### src/rtl/rld_multi.sv
// rld_multi: N independent run-length decoders, each a small code FIFO feeding a pixel expander.
// Optional macro RLD_ZERO_RUN_MAX_EN: a zero run expands to 2^RUN_W pixels instead of being discarded.
module rld_multi #(
   parameter int  NUM_CH     = 3,
   parameter int  PIX_W      = 8,
   parameter int  RUN_W      = 8,
   parameter int  FIFO_DEPTH = 4,
   localparam int CODE_W     = RUN_W + PIX_W,
   localparam int LVL_W      = $clog2(FIFO_DEPTH + 1)
) (
   input  logic                     clk,
   input  logic                     rst,
   input  logic [NUM_CH-1:0]        in_valid,
   output logic [NUM_CH-1:0]        in_ready,
   input  logic [NUM_CH*CODE_W-1:0] in_code,
   input  logic [NUM_CH-1:0]        in_last,
   input  logic [NUM_CH-1:0]        flush,
   output logic [NUM_CH-1:0]        out_valid,
   input  logic [NUM_CH-1:0]        out_ready,
   output logic [NUM_CH*PIX_W-1:0]  out_pix,
   output logic [NUM_CH-1:0]        out_last,
   output logic [NUM_CH-1:0]        done,
   output logic [NUM_CH*LVL_W-1:0]  level
);
   localparam int               PTR_W    = $clog2(FIFO_DEPTH);
   localparam logic [RUN_W:0]   CNT_ONE  = (RUN_W+1)'(1);
   localparam logic [LVL_W-1:0] LVL_ONE  = LVL_W'(1);
   localparam logic [LVL_W-1:0] LVL_FULL = LVL_W'(FIFO_DEPTH);

   typedef enum logic {ST_IDLE, ST_EMIT} state_t;

   for (genvar c = 0; c < NUM_CH; c++) begin : g_ch
      logic [CODE_W:0]    r_mem [FIFO_DEPTH];
      logic [PTR_W-1:0]   r_wptr;
      logic [PTR_W-1:0]   r_rptr;
      logic [LVL_W-1:0]   r_level;
      state_t             r_state;
      state_t             w_stateNext;
      logic [RUN_W:0]     r_cnt;
      logic [PIX_W-1:0]   r_pix;
      logic               r_last;
      logic               r_done;

      logic               w_full;
      logic               w_empty;
      logic               w_push;
      logic               w_pop;
      logic               w_load;
      logic               w_fire;
      logic               w_final;
      logic [CODE_W:0]    w_head;
      logic [RUN_W-1:0]   w_headRun;
      logic [RUN_W:0]     w_headCnt;
      logic               w_headZero;

      // FIFO entry layout is {last, run, pix}
      assign w_head    = r_mem[r_rptr];
      assign w_headRun = w_head[CODE_W-1:PIX_W];

`ifdef RLD_ZERO_RUN_MAX_EN
      assign w_headCnt  = (w_headRun == '0) ? {1'b1, {RUN_W{1'b0}}} : {1'b0, w_headRun};
      assign w_headZero = 1'b0;
`else
      assign w_headCnt  = {1'b0, w_headRun};
      assign w_headZero = (w_headRun == '0);
`endif

      assign w_full   = (r_level == LVL_FULL);
      assign w_empty  = (r_level == '0);
      assign w_push   = in_valid[c] & in_ready[c];
      assign w_fire   = (r_state == ST_EMIT) & out_ready[c];
      assign w_final  = w_fire & (r_cnt == CNT_ONE);

      assign in_ready[c]                  = rst & ~w_full & ~flush[c];
      assign out_valid[c]                 = (r_state == ST_EMIT);
      assign out_pix[c*PIX_W +: PIX_W]    = r_pix;
      assign out_last[c]                  = (r_state == ST_EMIT) & (r_cnt == CNT_ONE) & r_last;
      assign done[c]                      = r_done;
      assign level[c*LVL_W +: LVL_W]      = r_level;

      // Chaining only loads a non-empty run; a discardable head is left for IDLE so its done pulse
      // cannot collide with the done of the run that just finished.
      always_comb begin
         w_stateNext = r_state;
         w_pop       = 1'b0;
         w_load      = 1'b0;
         if (!flush[c]) begin
            case (r_state)
               ST_IDLE: begin
                  if (!w_empty) begin
                     w_pop = 1'b1;
                     if (!w_headZero) begin
                        w_load      = 1'b1;
                        w_stateNext = ST_EMIT;
                     end
                  end
               end
               ST_EMIT: begin
                  if (w_final) begin
                     if (!w_empty && !w_headZero) begin
                        w_pop  = 1'b1;
                        w_load = 1'b1;
                     end else begin
                        w_stateNext = ST_IDLE;
                     end
                  end
               end
               default: w_stateNext = ST_IDLE;
            endcase
         end
      end

      always_ff @(posedge clk or negedge rst) begin
         if (!rst) begin
            r_state <= ST_IDLE;
         end else if (flush[c]) begin
            r_state <= ST_IDLE;
         end else begin
            r_state <= w_stateNext;
         end
      end

      always_ff @(posedge clk or negedge rst) begin
         if (!rst) begin
            r_wptr  <= '0;
            r_rptr  <= '0;
            r_level <= '0;
         end else if (flush[c]) begin
            r_wptr  <= '0;
            r_rptr  <= '0;
            r_level <= '0;
         end else begin
            if (w_push) begin
               r_wptr <= r_wptr + PTR_W'(1);
            end
            if (w_pop) begin
               r_rptr <= r_rptr + PTR_W'(1);
            end
            case ({w_push, w_pop})
               2'b10:   r_level <= r_level + LVL_ONE;
               2'b01:   r_level <= r_level - LVL_ONE;
               default: r_level <= r_level;
            endcase
         end
      end

      always_ff @(posedge clk) begin
         if (w_push) begin
            r_mem[r_wptr] <= {in_last[c], in_code[c*CODE_W +: CODE_W]};
         end
      end

      // A frame-end pulse comes either from the last pixel handshake or from discarding a last zero-run code
      always_ff @(posedge clk or negedge rst) begin
         if (!rst) begin
            r_cnt  <= '0;
            r_pix  <= '0;
            r_last <= 1'b0;
            r_done <= 1'b0;
         end else if (flush[c]) begin
            r_cnt  <= '0;
            r_last <= 1'b0;
            r_done <= 1'b0;
         end else begin
            r_done <= (w_final & r_last) | (w_pop & w_headZero & w_head[CODE_W]);
            if (w_load) begin
               r_cnt  <= w_headCnt;
               r_pix  <= w_head[PIX_W-1:0];
               r_last <= w_head[CODE_W];
            end else if (w_fire) begin
               r_cnt  <= r_cnt - CNT_ONE;
            end
         end
      end
   end

endmodule

### config.mk
export PLATFORM = sky130hd
export DESIGN_NAME = rld_multi
export DESIGN_NICKNAME = d
export VERILOG_FILES = /design/src/rtl/rld_multi.sv
export SDC_FILE = /design/constraint.sdc
export NUM_CORES = 1
export LEC_CHECK = 0
export ABC_AREA = 1
export BUFFER_PORTS_ARGS = -buffer_cell sky130_fd_sc_hd__buf_2
export CAP_MARGIN = 40
export CORE_UTILIZATION = 54
export DETAILED_ROUTE_END_ITERATION = 12
export PLACE_DENSITY = 0.77
export SLEW_MARGIN = 20
export SYNTH_ARGS = -nofsm -noshare
export SYNTH_HDL_FRONTEND = slang
export SYNTH_SLANG_ARGS = --single-unit
export TNS_END_PERCENT = 30
### constraint.sdc
create_clock -name clk -period 2.3 [get_ports clk]
set_input_delay 0.23 -clock clk [delete_from_list [all_inputs] [get_ports clk]]
set_output_delay 0.23 -clock clk [all_outputs]
set_load 0.05 [all_outputs]
==> run summary, run 1 <==
The maximum achievable frequency came out at 431.7 MHz. Subtracting the final worst setup slack from the clock period gives 2316 ps. The starting density of the core came out at 0.5525. TritonCTS built the clock tree. The final-layout worst hold slack came out at 29.60 ps.

The number of instances on the worst hold path came out at 2. The worst-margin pin slew is 573.4 ps. The post-DP HPWL is 17700 um. The path with the worst hold slack has its endpoint at g_ch[0].r_state$_DFF_PN0_. Dividing the final minimum period by the clock period gives 1.007. The routed length per instance is 15.86 um. The setup check on the worst reg-to-reg path leaves a slack of -20 ps. The total CTS buffers is 29. The buffer cell driving the clock tree root is sky130_fd_sc_hd__clkbuf_16.

The switching power came out at 5563 uW. The hold violation total from the final report is 0. Counting flops with a built-in enable in the synthesized netlist gives 204. The routed design has 27430 um of wire.

The number of antenna violations at the first check in global routing came to 0. The capture instance of the worst register-to-register path is g_ch[1].r_level[2]$_DFFE_PN0P_. The worst setup path is captured at a register. The data arrival at the endpoint of the critical path is 2750 ps.

The number of fillers in the final layout is 1622. The number of buffers between clock root and the deepest sink came out at 3. The launching instance or port of the critical path is g_ch[1].r_rptr[0]$_DFFE_PN0P_. Internal power comes to 10400 uW. The sequential area share after synthesis came out at 0.6478.

The mapped netlist covers 12580 um2. The die area is 23920 um2. The post-route worst setup slack is -16.37 ps. The reported max-cap violation count is 0. The average cell area after synthesis came out at 10.79 um2. In the global route stage, met3 resource usage came out at 0.03755. The worst setup path category is register to register. The tightest slew margin relative to the limit is 0.6178. The worst slack at placement came out at 12.94 ps. The final count of pins violating max slew was 0. The required arrival time at the worst endpoint came out at 2730 ps. The overall via count from detail_route is 9061. The proportion of total power due to net switching came out at 0.3485.

The most congested layer reported by global routing is met2. The worst-case IR drop observed on VDD is 0.7472 mV. The largest net degree at the start of global routing is 40. The number of I/O pins came out at 107. The met2 demand-to-capacity share in global routing came out at 0.4012. The checks that failed: negative setup slack. The startpoint identified for the worst hold timing path is flush[0]. The count of clock tree sinks came out at 285.

The core box area is 22780 um2. For this run, global-route usage on met1 was measured as 0.2997. The number of design rule violations left after detail routing is 0.

The overall power after layout is 15960 uW. In this run the static leakage power is 0.006596 uW. For this run, the share of the core covered by cells in the final layout is 0.6838. The clock input transition at the sequential cells of the worst setup and hold paths came out at 70 ps. The combined global-route utilization of all metal layers is 0.2318. In this run the vertical extent of the chip is 154.7 um. The worst register-to-register path begins at g_ch[1].r_rptr[0]$_DFFE_PN0P_. Of the total power, combinational logic draws 0.310. The clock network fraction of total power came out at 0.287. The worst clock skew is 10.95 ps.

The number of failing setup endpoints in the final timing report came out at 2. In this run the worst hold path is classified as input port to register. The DRC marker count from the first detailed-route iteration came out at 561. The deepest level of the CTS H-tree is 1. The number of flip-flops and latches in the synthesized netlist is 285.

The number of input and output port buffers inserted came out at 106. The congestion estimate from routability-driven global placement came to 0.8888. The global-route wire length before repair came out at 43460 um.

The flow ran to the end, but the final reports show violations. The site row count is 55. Setup repair after global routing could not meet its margin everywhere. The synthesized netlist cell count came out at 1166.

The power density over the cells is 1025 nW/um2. The worst register-to-register path has a depth of 18. The number of antenna diodes in the final layout is 0. The share of total power dissipated in sequential elements is 0.403. The insertion delay to the later sink of the worst-skew pair is 540 ps. In the synthesized netlist the async set-or-reset flop fraction comes to 0.2842. The number of distinct library cell variants in the gate-level netlist after synthesis is 50.

During synthesis, Yosys emitted a total of 0 warnings. Of the cells placed in the final design, the portion with a size suffix greater than 1 is 0.2406. The area taken by flip-flops and latches came out at 8168 um2. The multi-input combinational cells in the finished layout cover a total of 4006 um2.

Of all nets on the critical path, the largest fanout is 18. The total congestion overflow after global routing came out at 0. Before antenna repair, the detailed router went through 6 iterations. The most frequently used flop master after synthesis is sky130_fd_sc_hd__edfxtp_1. The count of nets left with antenna violations once routing finished came out at 0. The worst setup path is launched from a register. The layout net count is 1478. The via count of the first global-routing pass came out at 8787. In the routed layout, each cell is associated on average with a via count of 5.238. The layout-stage area growth over the synthesis result came out at 23.77%. The post-synthesis net count is 1249. The overall die width came out at 154.7 um.
-- critical path, cell delays in order, from the launching register on --
cell and delay, ps:
sky130_fd_sc_hd__dfrtp_2 450, sky130_fd_sc_hd__buf_12 160, sky130_fd_sc_hd__nand2_1 70, sky130_fd_sc_hd__nand3_1 90
sky130_fd_sc_hd__nand2_1 110, sky130_fd_sc_hd__nand2_2 90, sky130_fd_sc_hd__nor2_4 130, sky130_fd_sc_hd__nand2_4 70
sky130_fd_sc_hd__nand3_4 70, sky130_fd_sc_hd__nand2_4 60, sky130_fd_sc_hd__nand2_4 70, sky130_fd_sc_hd__inv_2 40
sky130_fd_sc_hd__fa_2 370, sky130_fd_sc_hd__xnor2_2 150, sky130_fd_sc_hd__inv_1 60, sky130_fd_sc_hd__nand2_1 60
sky130_fd_sc_hd__nand2_1 50, sky130_fd_sc_hd__nand2_1 50, sky130_fd_sc_hd__nand2_1 50
-- flip-flops by register name, indices dropped and copies added, names as in the netlist --
signal        cells
g_ch.r_last       3
g_ch.r_state      3
g_ch.r_wptr       6
g_ch.r_rptr       6
g_ch.r_level      9
g_ch.r_mem      204
g_ch.r_cnt       27
g_ch.r_done       3
g_ch.r_pix       24
-- layer usage --
metal  part of all wire  up-vias
li1                   -     4409
met1               0.42     4306
met2               0.49      298
met3              0.061       48
met4              0.028        0
met5                  0        -
-- how the worst max path moves through the flow --
stage                                                 to  slack [ps]  depth (start not counted)
after floorplan           g_ch[1].r_level[2]$_DFFE_PN0P_        -280                         14
after global placement    g_ch[2].r_level[2]$_DFFE_PN0P_          70                         18
after detailed placement  g_ch[1].r_level[2]$_DFFE_PN0P_          10                         18
after CTS                 g_ch[1].r_level[2]$_DFFE_PN0P_           5                         17
after global routing      g_ch[0].r_level[2]$_DFFE_PN0P_        -190                         16
final                     g_ch[1].r_level[2]$_DFFE_PN0P_         -20                         18
-- synth_stat cells (2+ instances only) --
library cell	number	area share
sky130_fd_sc_hd__nand4_1	9	0.0045
sky130_fd_sc_hd__ha_1	18	0.018
sky130_fd_sc_hd__inv_4	5	0.0025
sky130_fd_sc_hd__nor2_4	3	0.0027
sky130_fd_sc_hd__nor2_1	87	0.026
sky130_fd_sc_hd__nand2_4	4	0.0036
sky130_fd_sc_hd__nand2_2	6	0.0030
sky130_fd_sc_hd__xnor2_1	8	0.0056
sky130_fd_sc_hd__nor4_1	2	0.00099
sky130_fd_sc_hd__a31oi_1	2	0.00099
sky130_fd_sc_hd__buf_2	9	0.0036
sky130_fd_sc_hd__fa_1	3	0.0048
sky130_fd_sc_hd__nand3_1	76	0.030
sky130_fd_sc_hd__o21ai_0	62	0.025
sky130_fd_sc_hd__edfxtp_1	204	0.49
sky130_fd_sc_hd__o21ai_1	9	0.0036
sky130_fd_sc_hd__nor2_2	5	0.0025
sky130_fd_sc_hd__dfrtp_1	81	0.16
sky130_fd_sc_hd__nor3_1	11	0.0044
sky130_fd_sc_hd__a21oi_4	2	0.0026
sky130_fd_sc_hd__clkbuf_1	13	0.0039
sky130_fd_sc_hd__nand3_4	5	0.0070
sky130_fd_sc_hd__a21oi_1	14	0.0056
sky130_fd_sc_hd__a211oi_1	3	0.0018
sky130_fd_sc_hd__nand2_1	365	0.11
sky130_fd_sc_hd__inv_2	6	0.0018
sky130_fd_sc_hd__a21oi_2	3	0.0021
sky130_fd_sc_hd__or2_2	2	0.00099
sky130_fd_sc_hd__xor2_1	11	0.0077
sky130_fd_sc_hd__buf_4	12	0.0072
sky130_fd_sc_hd__nand3_2	6	0.0048
sky130_fd_sc_hd__inv_1	64	0.019
sky130_fd_sc_hd__o211ai_1	4	0.0024
sky130_fd_sc_hd__a32o_1	3	0.0024
sky130_fd_sc_hd__buf_6	9	0.0081
sky130_fd_sc_hd__o22ai_1	26	0.013
-- placed cells by master, fill, tap and decap left out, types with 9 or more instances in the layout --
master | synthesis | final
sky130_fd_sc_hd__edfxtp_1 | 204 | 204
sky130_fd_sc_hd__inv_2 | 6 | 11
sky130_fd_sc_hd__nand2_2 | 6 | 19
sky130_fd_sc_hd__nand3_1 | 76 | 74
sky130_fd_sc_hd__dfrtp_2 | 0 | 12
sky130_fd_sc_hd__ha_1 | 18 | 18
sky130_fd_sc_hd__inv_1 | 64 | 59
sky130_fd_sc_hd__nor2_1 | 87 | 78
sky130_fd_sc_hd__buf_4 | 12 | 77
sky130_fd_sc_hd__buf_2 | 9 | 104
sky130_fd_sc_hd__o21ai_1 | 9 | 9
sky130_fd_sc_hd__a21oi_1 | 14 | 14
sky130_fd_sc_hd__xor2_1 | 11 | 11
sky130_fd_sc_hd__nand2_1 | 365 | 351
sky130_fd_sc_hd__clkbuf_16 | 0 | 30
sky130_fd_sc_hd__nor2_2 | 5 | 10
sky130_fd_sc_hd__dlygate4sd3_1 | 0 | 53
sky130_fd_sc_hd__nor3_1 | 11 | 11
sky130_fd_sc_hd__o21ai_0 | 62 | 62
sky130_fd_sc_hd__dfrtp_1 | 81 | 69
sky130_fd_sc_hd__o22ai_1 | 26 | 26
sky130_fd_sc_hd__nand4_1 | 9 | 9
-- what timing repair did --
| item | in CTS | in global routing |
|---|---|---|
| setup endpoints to repair | 1 | 7 |
| buffers inserted | 2 | 6 |
| pin swaps | 2 | 16 |
| gates resized for setup | 3 | 19 |
| endpoints found under the hold margin | 217 | 0 |
| hold buffers | 53 | 0 |
| gates cloned | 1 | 1 |
-- cell families (layout without fill, tap and decap cells) --
logic type | after synthesis | after routing | synth area share
simple gates | 587 | 587 | 0.2055
fa+ha+maj | 21 | 21 | 0.02267
compound gates | 134 | 134 | 0.06363
buf+inv | 120 | 371 | 0.04713
flops | 285 | 285 | 0.6478
xor+xnor | 19 | 19 | 0.01322
-- cell type report --
| class | count | area share |
|---|---|---|
| Sequential cell | 285 | 0.5244 |
| Multi-Input combinational cell | 761 | 0.2572 |
| Timing Repair Buffer | 241 | 0.1136 |
| Clock buffer | 34 | 0.04779 |
| Tap cell | 313 | 0.02514 |
| Inverter | 77 | 0.01992 |
| Clock inverter | 19 | 0.01197 |
-- power by group through the flow --
| stage | registers (uW) | clock network (uW) | logic, uW |
|---|---|---|---|
| 6_report | 6440 | 4580 | 4940 |
| 4_1_cts | 6430 | 4660 | 4840 |
| 5_1_grt | 6500 | 4840 | 5450 |
| 3_3_place_gp | 6510 | 0 | 4580 |
| 2_1_floorplan | 7200 | 0 | 2800 |
| 3_5_place_dp | 6520 | 0 | 4690 |
-- through the flow --
step | cells | area, um2 | TNS (ps)
after floorplan | 1166 | 12720 | -41460
after global placement | 1613 | 13910 | 0
after detailed placement | 1614 | 13930 | 0
after CTS | 1723 | 15450 | 0
after global routing | 1730 | 15580 | -476.7
final | 1730 | 15580 | -30.78
Power figures use the tool's default switching activity.
==> inputs of run 2 (changes only) <==
--- a/config.mk
+++ b/config.mk
@@ -8,9 +8,13 @@
 export ABC_AREA = 1
 export BUFFER_PORTS_ARGS = -buffer_cell sky130_fd_sc_hd__buf_2
 export CAP_MARGIN = 40
-export CORE_UTILIZATION = 54
+export CELL_PAD_IN_SITES_DETAIL_PLACEMENT = 2
+export CELL_PAD_IN_SITES_GLOBAL_PLACEMENT = 2
+export CORE_UTILIZATION = 36
+export CTS_BUF_LIST = sky130_fd_sc_hd__clkbuf_16
 export DETAILED_ROUTE_END_ITERATION = 12
 export PLACE_DENSITY = 0.77
+export SETUP_SLACK_MARGIN = 0.5
 export SLEW_MARGIN = 20
 export SYNTH_ARGS = -nofsm -noshare
 export SYNTH_HDL_FRONTEND = slang
==> run 2 against run 1 <==
Effect of this change: the run still ends with negative setup slack left; die area up 49%; combinational power rose by 68%; clock power increased by 28%; design area increased by 21%; sequential cell count unchanged; worst setup slack got worse by 420 ps; count of clock-buffer cells in the layout rose by 3; register-to-register slack lost 420 ps; sequential share of layout area down 9.0 points; critical path depth rose by 1; core utilization is 14 points lower; critical path type unchanged; critical endpoint is now g_ch[2].r_level[2]$_DFFE_PN0P_.
==> run summary, run 2 (synthesis results as in run 1) <==
The startpoint identified for the worst register-to-register timing path is g_ch[2].r_rptr[0]$_DFFE_PN0P_. In the layout the commonest cells are 204 x sky130_fd_sc_hd__edfxtp_1, 200 x sky130_fd_sc_hd__nand2_1, 137 x sky130_fd_sc_hd__buf_4. The post-route worst setup slack is -435.8 ps.

The path class of the tightest hold or removal check is input port to register. On the critical path the largest part of the delay comes from simple AND/OR/NAND/NOR gates. The hold violation total from the final report is 0. Measured along the x axis, the die boundary spans 189.0 um. The most frequent cell on the critical path is sky130_fd_sc_hd__nand2_1. The worst setup path is captured at a register.

The number of antenna violations at the first check in global routing is 0. For this design the ratio of total power to cell area is 1102 nW/um2. The worst setup path category is register to register. Max-cap violations in this run came to 0. The total congestion overflow after global routing is 0. The clock reaches the later pin of the worst-skew pair after 540 ps.

The startpoint of the tightest hold check path is in_valid[2]. The routability-driven placement congestion ratio is 0.7297. The required arrival time at the worst endpoint is 2730 ps. The final reports fail on negative setup slack. Setup repair after global routing could not meet its margin everywhere. In this design, the stage delay of the slowest critical-path cell is 450 ps.

The area growth from synthesis to layout is 49.36%. The buffers plus inverters on the worst setup path came out at 4. The layout cell share with drive strength beyond 1 is 0.4650. The number of instances on the worst hold path is 4. The register with the highest flop count is g_ch.r_mem. The overall via count from detail_route came out at 10670. The first detailed-routing pass took 7 iterations. The number of I/O pins came out at 107. The count of buffers added on input and output ports is 106. The clock drives 285 sinks. The total negative slack for setup checks came out at -5749 ps. The part of the cycle the worst path needs came out at 1.189. For this block, the routed nets add up to 55860 um of wire.

The flow ran to the end, but the final reports show violations. The number of design rule violations left after detail routing came out at 0. The number of failing setup endpoints in the final timing report came out at 53.

The ratio of routed vias to standard cells is 5.304. Walking the worst path, the cells encountered are buf_6, buf_16, nand2_1, nand3_2, nand2_2, nand2_2, nor2_4, nand2_4, nand3_4, nand2_4, nand2_4, inv_2, fa_2, xnor2_2, inv_1, nand2_1, nand2_1, nand2_1, nand2_1. The number of antenna diodes in the final layout is 0. For hold timing, the worst endpoint is g_ch[2].r_wptr[0]$_DFFE_PN0P_.

After detailed routing, the average wire length per cell comes to 27.76 um. In this run the critical register-to-register path is captured at g_ch[2].r_level[2]$_DFFE_PN0P_. The clock tree from TritonCTS is yes. The cell depth of the worst flop-to-flop path came out at 19.

The residual antenna-violating net count after detailed routing is 0. The worst clock skew came out at 34.22 ps. The initial utilization of the core area, before any placement, comes to 0.3652. The tree is rooted in a sky130_fd_sc_hd__clkbuf_16.

The cell with the largest stage delay on the worst path is sky130_fd_sc_hd__dfrtp_2. The combined global-route utilization of all metal layers came out at 0.2400. The number of clock buffers added by TritonCTS is 35. The register with the most flip-flops in the layout has 204 of them. The die covers 35710 um2. The data arrival at the endpoint of the critical path came out at 3160 ps. The leakage power total is 0.008035 uW. STA classifies the critical path startpoint as a register.

The deepest level of the CTS H-tree is 2. The global-route wire length before repair came out at 65880 um. The core box area came out at 34460 um2. The via count of the first global-routing pass is 11370. The minimum clock period is 2736 ps. Entering global routing, the biggest net connects 45 pins. Leaving out fill and tap cells, the most frequent cell in the layout is sky130_fd_sc_hd__edfxtp_1. Headroom to the max-slew limit came out at 0.5556. At the pin with the least slew margin, the transition time is 666.7 ps.

In the final layout, the registers with the most flip-flops are g_ch.r_mem x204, g_ch.r_cnt x27, g_ch.r_pix x24. The layout net count came out at 1613. The internal reg-to-reg setup slack came out at -440 ps. The post-DP HPWL is 25020 um. The site row count came out at 68.

The number of buffers between clock root and the deepest sink came out at 3. The maximum fanout along the worst path came out at 11. VDD sags by at most 0.7607 mV. From bottom edge to top edge, the die measures 189.0 um. The clock input transition at the sequential cells of the worst setup and hold paths is 70 ps.

After the first detailed-routing iteration, the DRC count stood at 679. The overall power after layout is 20720 uW. The final count of pins violating max slew came out at 0. The maximum achievable frequency is 365.5 MHz.
run 2: cell types whose count changed in the layout (fill, tap and decap cells not counted), moves of 44 or more:
cell,before,now
sky130_fd_sc_hd__buf_4,77,137
sky130_fd_sc_hd__buf_6,2,46
sky130_fd_sc_hd__nand2_1,351,200
sky130_fd_sc_hd__nand2_2,19,123
sky130_fd_sc_hd__nand2_4,5,50
sky130_fd_sc_hd__nand3_1,74,25
run 2: what timing repair did:
action | in CTS | in global routing
gates cloned | 5 | 8
buffers inserted | 39 | 64
hold buffers | 53 | 0
endpoints found under the setup margin | 212 | 282
hold endpoints to repair | 242 | 0
resized for setup | 130 | 342
pin swaps | 30 | 103
run 2: worst max path at each step:
stage | end | slack (ps) | startpoint | depth (start not counted)
after floorplan | g_ch[1].r_level[2]$_DFFE_PN0P_ | -280 | g_ch[1].r_level[0]$_DFFE_PN0P_ | 14
after global placement | g_ch[2].r_level[2]$_DFFE_PN0P_ | 40 | g_ch[2].r_rptr[0]$_DFFE_PN0P_ | 18
after detailed placement | g_ch[0].r_level[2]$_DFFE_PN0P_ | -110 | g_ch[0].r_rptr[0]$_DFFE_PN0P_ | 16
after CTS | g_ch[2].r_level[2]$_DFFE_PN0P_ | -80 | g_ch[2].r_rptr[0]$_DFFE_PN0P_ | 18
after global routing | g_ch[2].r_level[2]$_DFFE_PN0P_ | -530 | g_ch[2].r_rptr[0]$_DFFE_PN0P_ | 19
final | g_ch[2].r_level[2]$_DFFE_PN0P_ | -440 | g_ch[2].r_rptr[0]$_DFFE_PN0P_ | 19
run 2: metrics by stage:
stage	hold slack, ps	worst slack, ps	instance area (um2)	instances	util
final	115.9	-435.8	18800	2012	0.5455
after global routing	119.7	-530.3	18800	2012	0.5455
after CTS	68.86	-82.73	16910	1940	0.4908
after detailed placement	367.9	-113.8	14320	1779	0.4156
after global placement	363.6	41.88	14320	1779	0.4156
after floorplan	-65.59	-278.7	12720	1166	-
run 2: area by class of cell:
class,instances,area [um2]
Timing Repair inverter,4,42.54
Multi-Input combinational cell,762,5303
Fill cell,3239,15660
Clock buffer,37,925.9
Timing Repair Buffer,365,3176
Inverter,77,371.6
Sequential cell,285,8172
Tap cell,455,569.3
Clock inverter,27,237.7
run 2: where the power goes:
group | switching (uW) | internal (uW) | total (uW)
Clock | 2480 | 3380 | 5860
Combinational | 5240 | 3040 | 8280
Sequential | 559 | 6020 | 6580
run 2: worst register-to-register path, stage by stage, from the launching register on:
cell and delay (ps):
sky130_fd_sc_hd__dfrtp_2 450, sky130_fd_sc_hd__buf_6 150, sky130_fd_sc_hd__buf_16 150, sky130_fd_sc_hd__nand2_1 90, sky130_fd_sc_hd__nand3_2 130, sky130_fd_sc_hd__nand2_2 130, sky130_fd_sc_hd__nand2_2 100, sky130_fd_sc_hd__nor2_4 150
sky130_fd_sc_hd__nand2_4 90, sky130_fd_sc_hd__nand3_4 90, sky130_fd_sc_hd__nand2_4 80, sky130_fd_sc_hd__nand2_4 80, sky130_fd_sc_hd__inv_2 50, sky130_fd_sc_hd__fa_2 370, sky130_fd_sc_hd__xnor2_2 200, sky130_fd_sc_hd__inv_1 80
sky130_fd_sc_hd__nand2_1 80, sky130_fd_sc_hd__nand2_1 60, sky130_fd_sc_hd__nand2_1 70, sky130_fd_sc_hd__nand2_1 60
run 2: metal layers:
metal / routed length, um / up-vias / track usage / share of wire
met4: 1830 / 0 / 0.06979 / 0.033
met2: 30510 / 270 / 0.4439 / 0.55
met3: 1611 / 99 / 0.03373 / 0.029
met1: 21900 / 5618 / 0.2878 / 0.39
li1: - / 4685 / - / -
met5: 0 / - / 0 / 0
